### config.mk
export PLATFORM = sky130hd
export DESIGN_NAME = fetch_mem_sequencer
export DESIGN_NICKNAME = d
export VERILOG_FILES = /design/src/rtl/fetch_mem_sequencer.sv
export SDC_FILE = /design/constraint.sdc
export NUM_CORES = 1
export LEC_CHECK = 0
export ABC_AREA = 1
export CORE_AREA = 2 2 117 119
export CTS_CLUSTER_DIAMETER = 30
export CTS_CLUSTER_SIZE = 8
export DETAILED_ROUTE_END_ITERATION = 16
export DIE_AREA = 0 0 119 121
export PLACE_DENSITY = 0.93
export SLEW_MARGIN = 20
export SYNTH_ARGS = -nofsm -noshare
export SYNTH_HDL_FRONTEND = slang
export SYNTH_SLANG_ARGS = --single-unit
### constraint.sdc
create_clock -name clock -period 7.34 [get_ports clock]
set_input_delay 1.101 -clock clock [delete_from_list [all_inputs] [get_ports clock]]
set_output_delay 1.101 -clock clock [all_outputs]
set_load 0.05 [all_outputs]
### src/rtl/fetch_mem_sequencer.sv
// Multi-cycle sequencer that shares one memory port between instruction fetch
// and load/store data accesses, and gates the datapath one step per instruction.
module fetch_mem_sequencer #(
  parameter int Dbits = 32
) (
  input  logic             clock,
  input  logic             reset,
  input  logic             run,
  input  logic [Dbits-1:0] pc,
  input  logic [Dbits-1:0] mem_addr,
  input  logic [Dbits-1:0] mem_writedata,
  input  logic             mem_rd,
  input  logic             mem_wr,
  input  logic             werf_in,
  output logic [31:0]      instr,
  output logic [Dbits-1:0] mem_readdata,
  output logic             dp_enable,
  output logic             werf_out,
  output logic             bus_req,
  output logic             bus_we,
  output logic [Dbits-1:0] bus_addr,
  output logic [Dbits-1:0] bus_wdata,
  input  logic [Dbits-1:0] bus_rdata,
  input  logic             bus_ready,
  output logic [31:0]      instret
);

  typedef enum logic [2:0] {IDLE, FETCH, EXEC, MEM, COMMIT} state_t;

  state_t state, next_state;
  logic   fetch_done;
  logic   load_done;

  always_ff @(posedge clock or posedge reset) begin
    if (reset) state <= IDLE;
    else       state <= next_state;
  end

  // A simultaneous rd+wr decode is serviced as a store, so bus_we follows mem_wr alone.
  always_comb begin
    next_state = state;
    bus_req    = 1'b0;
    bus_we     = 1'b0;
    bus_addr   = '0;
    bus_wdata  = '0;
    dp_enable  = 1'b0;
    fetch_done = 1'b0;
    load_done  = 1'b0;
    case (state)
      IDLE: begin
        if (run) next_state = FETCH;
      end
      FETCH: begin
        bus_req  = 1'b1;
        bus_addr = pc;
        if (bus_ready) begin
          fetch_done = 1'b1;
          next_state = EXEC;
        end
      end
      EXEC: begin
        if (mem_rd || mem_wr) begin
          next_state = MEM;
        end else begin
          dp_enable  = 1'b1;
          next_state = run ? FETCH : IDLE;
        end
      end
      MEM: begin
        bus_req   = 1'b1;
        bus_we    = mem_wr;
        bus_addr  = mem_addr;
        bus_wdata = mem_writedata;
        if (bus_ready) begin
          load_done  = mem_rd && !mem_wr;
          next_state = COMMIT;
        end
      end
      COMMIT: begin
        dp_enable  = 1'b1;
        next_state = run ? FETCH : IDLE;
      end
      default: next_state = IDLE;
    endcase
  end

  assign werf_out = werf_in & dp_enable;

  // dp_enable is asserted exactly on retire cycles, so it doubles as the retire strobe.
  always_ff @(posedge clock or posedge reset) begin
    if (reset) begin
      instr        <= '0;
      mem_readdata <= '0;
      instret      <= '0;
    end else begin
      if (fetch_done) instr <= 32'(bus_rdata);
      if (load_done)  mem_readdata <= bus_rdata;
      if (dp_enable)  instret <= instret + 32'd1;
    end
  end

endmodule

**Word-level counts from Yosys, hierarchy flattened**

Index checks and enable logic that the tools add are counted.

- $add $sub $neg: 1
- Equality and inequality tests: 7
- Reduce and logical (&&, ||, !) cells: 6
- Mux-type cells: 16
- Bitwise logic cells: 1

Operators by type and width:

| operator | number |
|---|---|
| $pmux 32 s2 | 1 |
| $add 32x1->32 const B | 1 |
| $mux 32 | 1 |
| $pmux 3 s5 | 1 |
| $mux 3 | 3 |
| $mux 1 | 8 |
| $eq 3x2->1 const B | 2 |
| $ne 2x2->1 const B | 3 |
| $eq 3x1->1 const B | 1 |
| $eq 3x3->1 const B | 1 |
| $logic_not 3->1 | 1 |
| $reduce_and 3->1 | 1 |
| $mux 2 | 1 |
| $pmux 1 s2 | 1 |
| $reduce_or 2->1 | 1 |
| $and 1x1->1 | 1 |
| $logic_and 1x1->1 | 1 |
| $logic_not 1->1 | 1 |
| $logic_or 1x1->1 | 1 |

- Register bits: 99
- Output and inout port bits: 164
- Logic and storage cells: 35

**Longest topological paths before layout**

Gate-level depths: netlist of the first run.

- Word-level depth: 4
- Depth in mapped cells: 10
- Depth with buffers taken out: 10

**Worst setup path after synthesis of the first run**

No wires, ideal clock.

- Kind: input port to output port
- Start: input mem_wr
- End: output werf_out
- Arrival: 2.126 ns
- Stages on the path: 5
- Path buffers: 0
- Path slack: 4.113 ns
- Cells stage by stage: nor2_1 -> inv_1 -> nand2_1 -> nand2_1 -> nor2_1

- Cells in the longest elaborated chain, start to end: 4

Ends and longest elaborated chain:

| item | line | RTL |
|---|---|---|
| from (decl) | 13 | `input logic mem_wr,` |
| $logic_or 1x1->1 | 62 | `if (mem_rd \|\| mem_wr) begin` |
| $mux 1 | 62 |  |
| $pmux 1 s2 | 49 | `case (state)` |
| $and 1x1->1 | 87 | `assign werf_out = werf_in & dp_enable;` |
| to (decl) | 18 | `output logic werf_out,` |

No other way between the ends.

**Final worst setup path of the first run**

- Start: input mem_rd
- End: output dp_enable

- Cells in the longest elaborated chain, start to end: 3

Ends and longest elaborated chain:

| item | line | RTL |
|---|---|---|
| from (decl) | 12 | `input logic mem_rd,` |
| $logic_or 1x1->1 | 62 |  |
| $mux 1 | 62 |  |
| $pmux 1 s2 | 49 |  |
| to (decl) | 17 | `output logic dp_enable,` |

No other way between the ends.

==> results of run 1 <==
[power by group through the flow]
stage / combinational [mW] / clock (mW) / sequential [mW]
6_report: 2.15 / 0.451 / 0.832
2_1_floorplan: 0.805 / 0 / 1.45
3_3_place_gp: 2.14 / 0 / 0.832
4_1_cts: 2.17 / 0.465 / 0.832
3_5_place_dp: 2.16 / 0 / 0.840
5_1_grt: 2.26 / 0.488 / 0.856
[cell families after synthesis]
| family | Yosys count |
|---|---|
| simple gates | 260 |
| fa+ha+maj | 1 |
| buf+inv | 124 |
| flops | 99 |
| compound gates | 105 |
| xor+xnor | 19 |
[metrics by stage]
step	cells	instance area (sq um)	hold slack (ns)	worst slack, ns	total power, mW
3_3_place_gp	1063	8000	0.465	2.88	2.97
4_1_cts	1078	8290	0.490	2.85	3.46
3_5_place_dp	1063	8000	0.472	2.86	3.00
6_report	1085	8310	0.488	2.88	3.44
2_1_floorplan	608	4870	0.660	3.65	2.25
5_1_grt	1084	8300	0.515	2.77	3.60
[area by class of cell]
class | count | area (sq um) | area share
diodes | 7 | 17.5 | 0.00211
clock buffers | 9 | 225 | 0.0271
clock inverters | 6 | 60.1 | 0.00723
inverters | 102 | 385 | 0.0464
multi-input cells | 385 | 1910 | 0.230
flip-flops and latches | 99 | 2480 | 0.298
well taps | 176 | 220 | 0.0265
repair buffers | 301 | 3010 | 0.362
[flip-flops by register name, summed over array words and instances, names as in the netlist]
| name | flops |
|---|---|
| state | 3 |
| instret | 32 |
| instr | 32 |
| mem_readdata | 32 |
[cell usage in the layout (no fill, tap or decap)]
cell type | Yosys | final
buf_4 | 1 | 3
o21ai_0 | 31 | 31
inv_8 | 0 | 1
o21bai_1 | 1 | 1
nand3b_1 | 8 | 8
and2_1 | 1 | 1
clkinv_8 | 0 | 1
nand2_1 | 152 | 152
a22o_1 | 32 | 32
nor2_1 | 71 | 71
xor2_1 | 9 | 9
nor3_1 | 2 | 2
clkinvlp_4 | 0 | 2
a21boi_0 | 2 | 2
nand4_1 | 10 | 10
o21ai_1 | 37 | 37
nand2_2 | 2 | 2
a31oi_1 | 1 | 1
clkdlybuf4s50_1 | 0 | 298
inv_6 | 0 | 2
o22ai_1 | 1 | 1
nand4_2 | 1 | 1
diode_2 | 0 | 7
ha_1 | 1 | 1
nor4_1 | 1 | 1
inv_1 | 99 | 98
xnor2_1 | 10 | 10
nor2_2 | 1 | 1
clkbuf_16 | 0 | 9
nor3_4 | 1 | 1
inv_2 | 3 | 3
nand3_1 | 10 | 10
dfrtp_1 | 99 | 99
inv_4 | 0 | 1
[worst min-delay path by stage]
stage	start	to	slack, ns	depth (start not counted)
6_report	instr[12]	instr[12]	0.49	2
5_1_grt	mem_readdata[28]	mem_readdata[28]	0.51	2
4_1_cts	instr[14]	instr[14]	0.49	2
3_5_place_dp	instr[14]	instr[14]	0.47	2
3_3_place_gp	instr[14]	instr[14]	0.47	2
2_1_floorplan	state[2]	state[2]	0.66	3
[worst max-delay path, delay by kind of cell]
family        cells  cell delay (ns)
buf+inv           2             1.35
simple gates      3             0.91
[per-layer routing]
metal,vias up,routed length (um),GRT usage
met2,237,8530,0.408
met5,-,0,0
li1,2502,-,-
met1,2391,6340,0.258
met3,35,1100,0.0442
met4,0,682,0.130
==> results.json, run 1 <==
{
  "async_flop_share": 1.00,
  "syn-num-nets": 744,
  "io_pins": 299,
  "ys_seq_area_frac": 0.508,
  "critPathKind": "in -> out",
  "wl_per_cell_um": 15.3,
  "pwr-share-comb": 0.626,
  "postSynthAreaPerCell_sq_um": 8.02,
  "antenna_left": 0,
  "setup_viol": 0,
  "overflow": 0,
  "rrSetupSlack_ns": 4.89,
  "slew_violations": 0,
  "relSlewSlack": 0.329,
  "synthFlopType": "dfrtp_1",
  "outcome": "complete, no violations",
  "grt_pass1_wl_mm": 25.7,
  "setup_tns_ns": 0,
  "area_growth_pct": 70.4,
  "utilization": 0.635,
  "cts.sinks": 99,
  "crit_path_start_kind": "input port",
  "cts-htree-levels": 3,
  "dieArea_sq_um": 14400,
  "synth-xor-area-share": 0.0341,
  "p_per_area_nw_per_um2": 414,
  "core_area_sq_um": 13100,
  "max_slew.worst_pin.slew_ns": 1.00,
  "synth_commonest_cells": "nand2_1, dfrtp_1, inv_1",
  "dr.pass1.iters": 5,
  "fillers": 1061,
  "synth_area_leaders": "dfrtp_1, nand2_1, inv_1",
  "root_buffer": "clkbuf_16",
  "crit_start": "mem_rd",
  "synthMuxAreaShare": 0,
  "finalHoldViolCount": 0,
  "cts.path.max_buffers": 2,
  "synth-compound-area-share": 0.135,
  "crit_end": "dp_enable",
  "p_seq_frac": 0.242,
  "synth_edf_count": 0,
  "initial_utilization": 0.372,
  "dr.first_iter.drc_count": 353,
  "fp.dieW_um": 119,
  "grt_pass1_vias": 4909,
  "via_per_inst": 4.76,
  "vdd_drop_max_v": 0.000237,
  "fin_nets": 1034,
  "worstPathRequired_ns": 6.24,
  "r2r_cells": 6,
  "ys_seq_elements": 99,
  "track_usage": 0.230,
  "fin_crit_sh": 0.608,
  "hold_class": "reg -> reg",
  "path_clk_slew_ns": 0.07,
  "pwr-share-clk": 0.131,
  "critical_path.max_fanout": 15,
  "p_int_mw": 1.66,
  "max_cap_viol_count": 0,
  "synth_area_sq_um": 4870,
  "crit_slowest_cell": "clkdlybuf4s50_1",
  "r2r-end": "instr[31]",
  "synth-simple-area-share": 0.222,
  "critPathMostFrequentCell": "clkdlybuf4s50_1",
  "ys_types": 28,
  "cts_made_buffers": 9,
  "post-dp-hpwl_mm": 13.4,
  "synth_top_area_share": 0.508,
  "synth_adder_area_share": 0.00257,
  "p_sw_mw": 1.78,
  "grt_max_degree": 74,
  "yosysWarnings": 0,
  "routed_wl_mm": 16.6,
  "skew_ns": 0.0105,
  "insertion_delay_ns": 0.34,
  "cts_tree": "done",
  "synth_top_family_by_area": "simple AND/OR/NAND/NOR gates",
  "r2r_start": "state[2]",
  "yosysTopAreaCell": "dfrtp_1",
  "num_rows": 42,
  "rsz0062_at_grt": "false",
  "antenna_found_initial": 6,
  "swShare": 0.517,
  "buffer_ports.inserted": 298,
  "cp-end-kind": "output pin",
  "gp_congestion": 0.898,
  "holdBufCountCts": 0,
  "path_cells": "clkdlybuf4s50_1, nor2_1, nand3_1, nand2_1, clkdlybuf4s50_1",
  "fmax_mhz": 224,
  "cts_resized": 0,
  "syn_inst": 608,
  "cts_post_setup_buffers_inserted": 0,
  "leakagePower_nw": 3.83,
  "drc": 0,
  "vias": 5165,
  "cpPeakStageDelay_ns": 0.91,
  "cp_data_arrival_time_ns": 3.36,
  "fp.dieH_um": 121,
  "min_period_ns": 4.46,
  "post-synth-top-count-cell": "nand2_1",
  "drive_above_1_share": 0.0299
}
Power figures use the tool's default switching activity.
==> inputs of run 2 (changes only) <==
--- a/config.mk
+++ b/config.mk
@@ -6,12 +6,12 @@
 export NUM_CORES = 1
 export LEC_CHECK = 0
 export ABC_AREA = 1
-export CORE_AREA = 2 2 117 119
+export CORE_MARGIN = 2
+export CORE_UTILIZATION = 34
 export CTS_CLUSTER_DIAMETER = 30
 export CTS_CLUSTER_SIZE = 8
 export DETAILED_ROUTE_END_ITERATION = 16
-export DIE_AREA = 0 0 119 121
-export PLACE_DENSITY = 0.93
+export PLACE_DENSITY = 0.9
 export SLEW_MARGIN = 20
 export SYNTH_ARGS = -nofsm -noshare
 export SYNTH_HDL_FRONTEND = slang
==> constraint.sdc (replaced) <==
create_clock -name clock -period 3.8 [get_ports clock]
set_input_delay 0.57 -clock clock [delete_from_list [all_inputs] [get_ports clock]]
set_output_delay 0.57 -clock clock [all_outputs]
set_load 0.05 [all_outputs]
==> results.json, run 2 (synthesized netlist as in run 1, its figures left out) <==
{
  "dp_slack_ns": 0.704,
  "fin_crit_sh": 0.821,
  "post-dp-hpwl_mm": 13.0,
  "root_buffer": "clkbuf_16",
  "via_per_inst": 4.72,
  "cp_data_arrival_time_ns": 2.55,
  "top_layer_used": "met4",
  "grt_max_degree": 65,
  "vdd_drop_max_v": 0.000442,
  "critPathBufInv": 2,
  "fp.dieW_um": 124,
  "wl_met2_mm": 8.43,
  "drive_above_1_share": 0.0686,
  "cts_made_buffers": 9,
  "cts_post_setup_buffers_inserted": 0,
  "final.setup.worst_slack_ns": 0.679,
  "hold_class": "reg -> reg",
  "grt_pass1_vias": 4966,
  "outcome": "complete, no violations",
  "rsz0062_at_grt": "false",
  "track_usage": 0.212,
  "fmax_mhz": 320,
  "crit_path_start_kind": "flop",
  "cp-end-kind": "output pin",
  "route.met3.wl_mm": 1.23,
  "antenna_left": 0,
  "overflow": 0,
  "leakagePower_nw": 3.93,
  "cts_tree": "done",
  "wl_per_cell_um": 15.2,
  "setup_viol": 0,
  "max_slew.worst_pin.slew_ns": 0.707,
  "max_cap_viol_count": 0,
  "p_per_area_nw_per_um2": 809,
  "gp_congestion": 0.880,
  "io_pins": 299,
  "antenna_found_initial": 1,
  "reg_top3": "instr x32, instret x32, mem_readdata x32",
  "dr.first_iter.drc_count": 294,
  "crit_start": "state[2]",
  "r2r_start": "state[2]",
  "dieArea_sq_um": 15300,
  "finalHoldViolCount": 0,
  "worstPathRequired_ns": 3.23,
  "cts.path.max_buffers": 2,
  "cpLargestDelayFamily": "buffers and inverters",
  "dr.pass1.iters": 5,
  "min_period_ns": 3.12,
  "cts_resized": 0,
  "holdBufCountCts": 0,
  "routed_wl_mm": 16.4,
  "insertion_delay_ns": 0.35,
  "fp.dieH_um": 124,
  "relSlewSlack": 0.528,
  "cpPeakStageDelay_ns": 0.84,
  "layout_common_cells": "clkdlybuf4s50_1, nand2_1, dfrtp_1",
  "crit_slowest_cell": "clkdlybuf4s50_1",
  "critPathKind": "reg -> out",
  "setup_tns_ns": 0,
  "cts-htree-levels": 3,
  "buffer_ports.inserted": 298,
  "wirelength_met1_mm": 6.29,
  "path_clk_slew_ns": 0.07,
  "final_common_cell": "clkdlybuf4s50_1",
  "skew_ns": 0.0131,
  "cts.sinks": 99,
  "slew_violations": 0,
  "num_rows": 43,
  "fin_nets": 1035,
  "core_area_sq_um": 13900,
  "grt_pass1_wl_mm": 25.0,
  "drc": 0,
  "area_growth_pct": 69.2,
  "path_cells": "nor2_1, nand2_1, inv_2, a22o_1, clkdlybuf4s50_1",
  "hold_path.startpoint": "instr[8]",
  "critical_path.max_fanout": 34,
  "vias": 5119,
  "initial_utilization": 0.350
}
## run 2: changes by cell type in the layout (fill, tap and decap cells not counted)
cell,previous run,this run
clkinvlp_4,2,0
buf_12,0,1
diode_2,7,1
nand2_4,0,1
nand2_2,2,1
inv_8,1,2
buf_4,3,36
clkinv_2,0,1
clkdlybuf4s50_1,298,265
clkinv_4,0,1
## run 2: area by class of cell
cell class | count | area (sq um)
well taps | 180 | 225
repair buffers | 302 | 2940
inverters | 102 | 385
flip-flops and latches | 99 | 2480
fillers | 1215 | 5690
clock buffers | 9 | 225
multi-input cells | 385 | 1920
clock inverters | 7 | 70.1
diodes | 1 | 2.50
## run 2: worst min-delay path, delay by kind of cell (launching register included)
| kind | cells | cell delay [ns] |
|---|---|---|
| AO/OA/AOI/OAI | 1 | 0.05 |
| AND/OR/NAND/NOR | 1 | 0.05 |
| flip-flops | 1 | 0.35 |
## run 2: where the power goes
group          internal [mW]  switching, mW  total, mW
logic                   1.33           2.82       4.15
clock network          0.465          0.445      0.909
registers               1.40          0.209       1.61
## run 2: path summary, 6_finish.rpt
| check | to | slack [ns] | cells past startpoint |
|---|---|---|---|
| min | instr[8] | 0.48 | 2 |
| max reg2reg | mem_readdata[2] | 1.39 | 6 |
| max in group asynchronous | mem_readdata[0] | 2.44 | 3 |
| min reg2reg | instr[8] | 0.48 | 2 |
| min in group asynchronous | instret[14] | 0.65 | 2 |
| max | bus_addr[4] | 0.68 | 5 |
## run 2: layer usage
layer | GRT usage | up-vias
li1 | - | 2497
met1 | 0.244 | 2367
met2 | 0.391 | 230
met3 | 0.0316 | 25
met4 | 0.0866 | 0
met5 | 0 | -
## run 2: through the flow
stage / power [mW] / hold WS [ns] / std cells / cell area (sq um) / util
2_1_floorplan: 4.35 / 0.660 / 608 / 4870 / -
3_3_place_gp: 5.73 / 0.465 / 1068 / 7950 / 0.570
3_5_place_dp: 5.80 / 0.472 / 1068 / 7950 / 0.570
4_1_cts: 6.73 / 0.491 / 1084 / 8240 / 0.591
5_1_grt: 6.99 / 0.512 / 1085 / 8250 / 0.592
6_report: 6.67 / 0.485 / 1085 / 8250 / 0.592
==> inputs of run 3 (changes only) <==
--- a/config.mk
+++ b/config.mk
@@ -7,11 +7,11 @@
 export LEC_CHECK = 0
 export ABC_AREA = 1
 export CORE_MARGIN = 2
-export CORE_UTILIZATION = 34
+export CORE_UTILIZATION = 38
 export CTS_CLUSTER_DIAMETER = 30
 export CTS_CLUSTER_SIZE = 8
 export DETAILED_ROUTE_END_ITERATION = 16
-export PLACE_DENSITY = 0.9
+export PLACE_DENSITY = 0.94
 export SLEW_MARGIN = 20
 export SYNTH_ARGS = -nofsm -noshare
 export SYNTH_HDL_FRONTEND = slang
==> constraint.sdc (replaced) <==
create_clock -name clock -period 2.9 [get_ports clock]
set_input_delay 0.435 -clock clock [delete_from_list [all_inputs] [get_ports clock]]
set_output_delay 0.435 -clock clock [all_outputs]
set_load 0.05 [all_outputs]
==> results.json, run 3 (synthesized netlist as in run 1, its figures left out) <==
{
  "outcome": "complete, no violations",
  "fp.dieH_um": 117,
  "dieArea_sq_um": 13700,
  "grt_pass1_vias": 5136,
  "initial_utilization": 0.388,
  "cts.path.max_buffers": 2,
  "overflow": 0,
  "critPathBufInv": 3,
  "fp.dieW_um": 117,
  "cpLargestDelayFamily": "buffers and inverters",
  "use_met3": 0.0639,
  "crit_slowest_cell": "dfrtp_1",
  "io_pins": 299,
  "cts-htree-levels": 3,
  "dr.first_iter.drc_count": 453,
  "worstPathRequired_ns": 2.47,
  "utilization": 0.719,
  "vias": 5285,
  "grt_max_degree": 100,
  "antenna_left": 0,
  "skew_ns": 0.0118,
  "post-dp-hpwl_mm": 13.7,
  "cts.sinks": 99,
  "root_buffer": "clkbuf_16",
  "critPathKind": "reg -> out",
  "setup_tns_ns": 0,
  "postLayoutCellArea_sq_um": 9030,
  "insertion_delay_ns": 0.34,
  "max_slew.worst_pin.slew_ns": 0.673,
  "grt_pass1_wl_mm": 25.9,
  "fmax_mhz": 398,
  "slew_violations": 0,
  "finalHoldViolCount": 0,
  "buffer_ports.inserted": 298,
  "min_period_ns": 2.51,
  "fin_nets": 1037,
  "dr.pass1.iters": 5,
  "reg_top3": "instr x32, instret x32, mem_readdata x32",
  "hold_class": "reg -> reg",
  "holdBufCountCts": 0,
  "setup_viol": 0,
  "fin_crit_sh": 0.866,
  "crit_path_start_kind": "flop",
  "max_cap_viol_count": 0,
  "cp_data_arrival_time_ns": 2.08,
  "path_cells": "nor3_4, buf_4, inv_2, nor2_1, buf_12",
  "wl_per_cell_um": 16.0,
  "routed_wl_mm": 17.3,
  "gp_congestion": 0.889,
  "area_growth_pct": 85.4,
  "via_per_inst": 4.89,
  "layout_common_cells": "clkdlybuf4s50_1, nand2_1, dfrtp_1",
  "grt-busiest-layer": "met2",
  "vdd_drop_max_v": 0.000643,
  "final_common_cell": "clkdlybuf4s50_1",
  "cpPeakStageDelay_ns": 0.43,
  "leakagePower_nw": 4.20,
  "cts_tree": "done",
  "cts_made_buffers": 9,
  "path_clk_slew_ns": 0.07,
  "p_per_area_nw_per_um2": 1070,
  "antenna_found_initial": 3,
  "track_usage": 0.247,
  "cts_resized": 0,
  "drc": 0,
  "core_area_sq_um": 12600,
  "drive_above_1_share": 0.108,
  "rsz0062_at_grt": "false",
  "place_area_sq_um": 8700,
  "use_met2": 0.430,
  "critical_path.max_fanout": 35,
  "relSlewSlack": 0.551,
  "cp-end-kind": "output pin",
  "cts_post_setup_buffers_inserted": 0,
  "num_rows": 41,
  "grt_use_met1": 0.272
}
-- run 3: metrics by stage --
step	power (mW)	hold WS [ns]	std cells	setup WS, ns
3_3_place_gp	8.29	0.466	1062	0.596
2_1_floorplan	5.70	0.545	608	0.402
4_1_cts	9.68	0.490	1078	0.363
3_5_place_dp	8.41	0.472	1062	0.581
6_report	9.63	0.484	1081	0.390
5_1_grt	10.0	0.510	1081	0.260
-- run 3: power by group --
part           leakage [nW]  switching, mW  total, mW  internal (mW)
registers              1.28          0.281       2.12           1.84
clock network         0.154          0.553       1.26          0.711
logic                  2.77           3.87       6.25           2.37
total                  4.20           4.71       9.63           4.92
-- run 3: metal layers --
metal	wire length, um	vias up
met5	0	-
met4	862	0
met3	1510	59
met2	8750	284
met1	6140	2437
li1	-	2505
-- run 3: layout make-up --
type	count	area, sq um
inverter	102	387
timing repair buffer	304	3710
tap	172	215
fill	874	3530
clock inverter	6	82.6
multi-input combinational	385	1910
clock buffer	10	239
sequential	99	2480
antenna	3	7.51
-- run 3: worst reg2reg max path: stages, from the launching register on --
cell	delay, ns
dfrtp_1	0.43
nor2_1	0.20
nand2_1	0.09
inv_2	0.40
nand2_2	0.08
buf_4	0.32
nand2_1	0.14
o21ai_0	0.11
-- run 3: worst paths after layout --
kind | slack (ns) | start | cells past startpoint | to
max | 0.39 | state[2] | 5 | bus_wdata[8]
min | 0.48 | instr[10] | 2 | instr[10]
max reg2reg | 0.99 | state[2] | 7 | instr[19]
min reg2reg | 0.48 | instr[10] | 2 | instr[10]
max in group asynchronous | 1.88 | reset | 3 | instr[1]
min in group asynchronous | 0.57 | reset | 3 | instret[22]
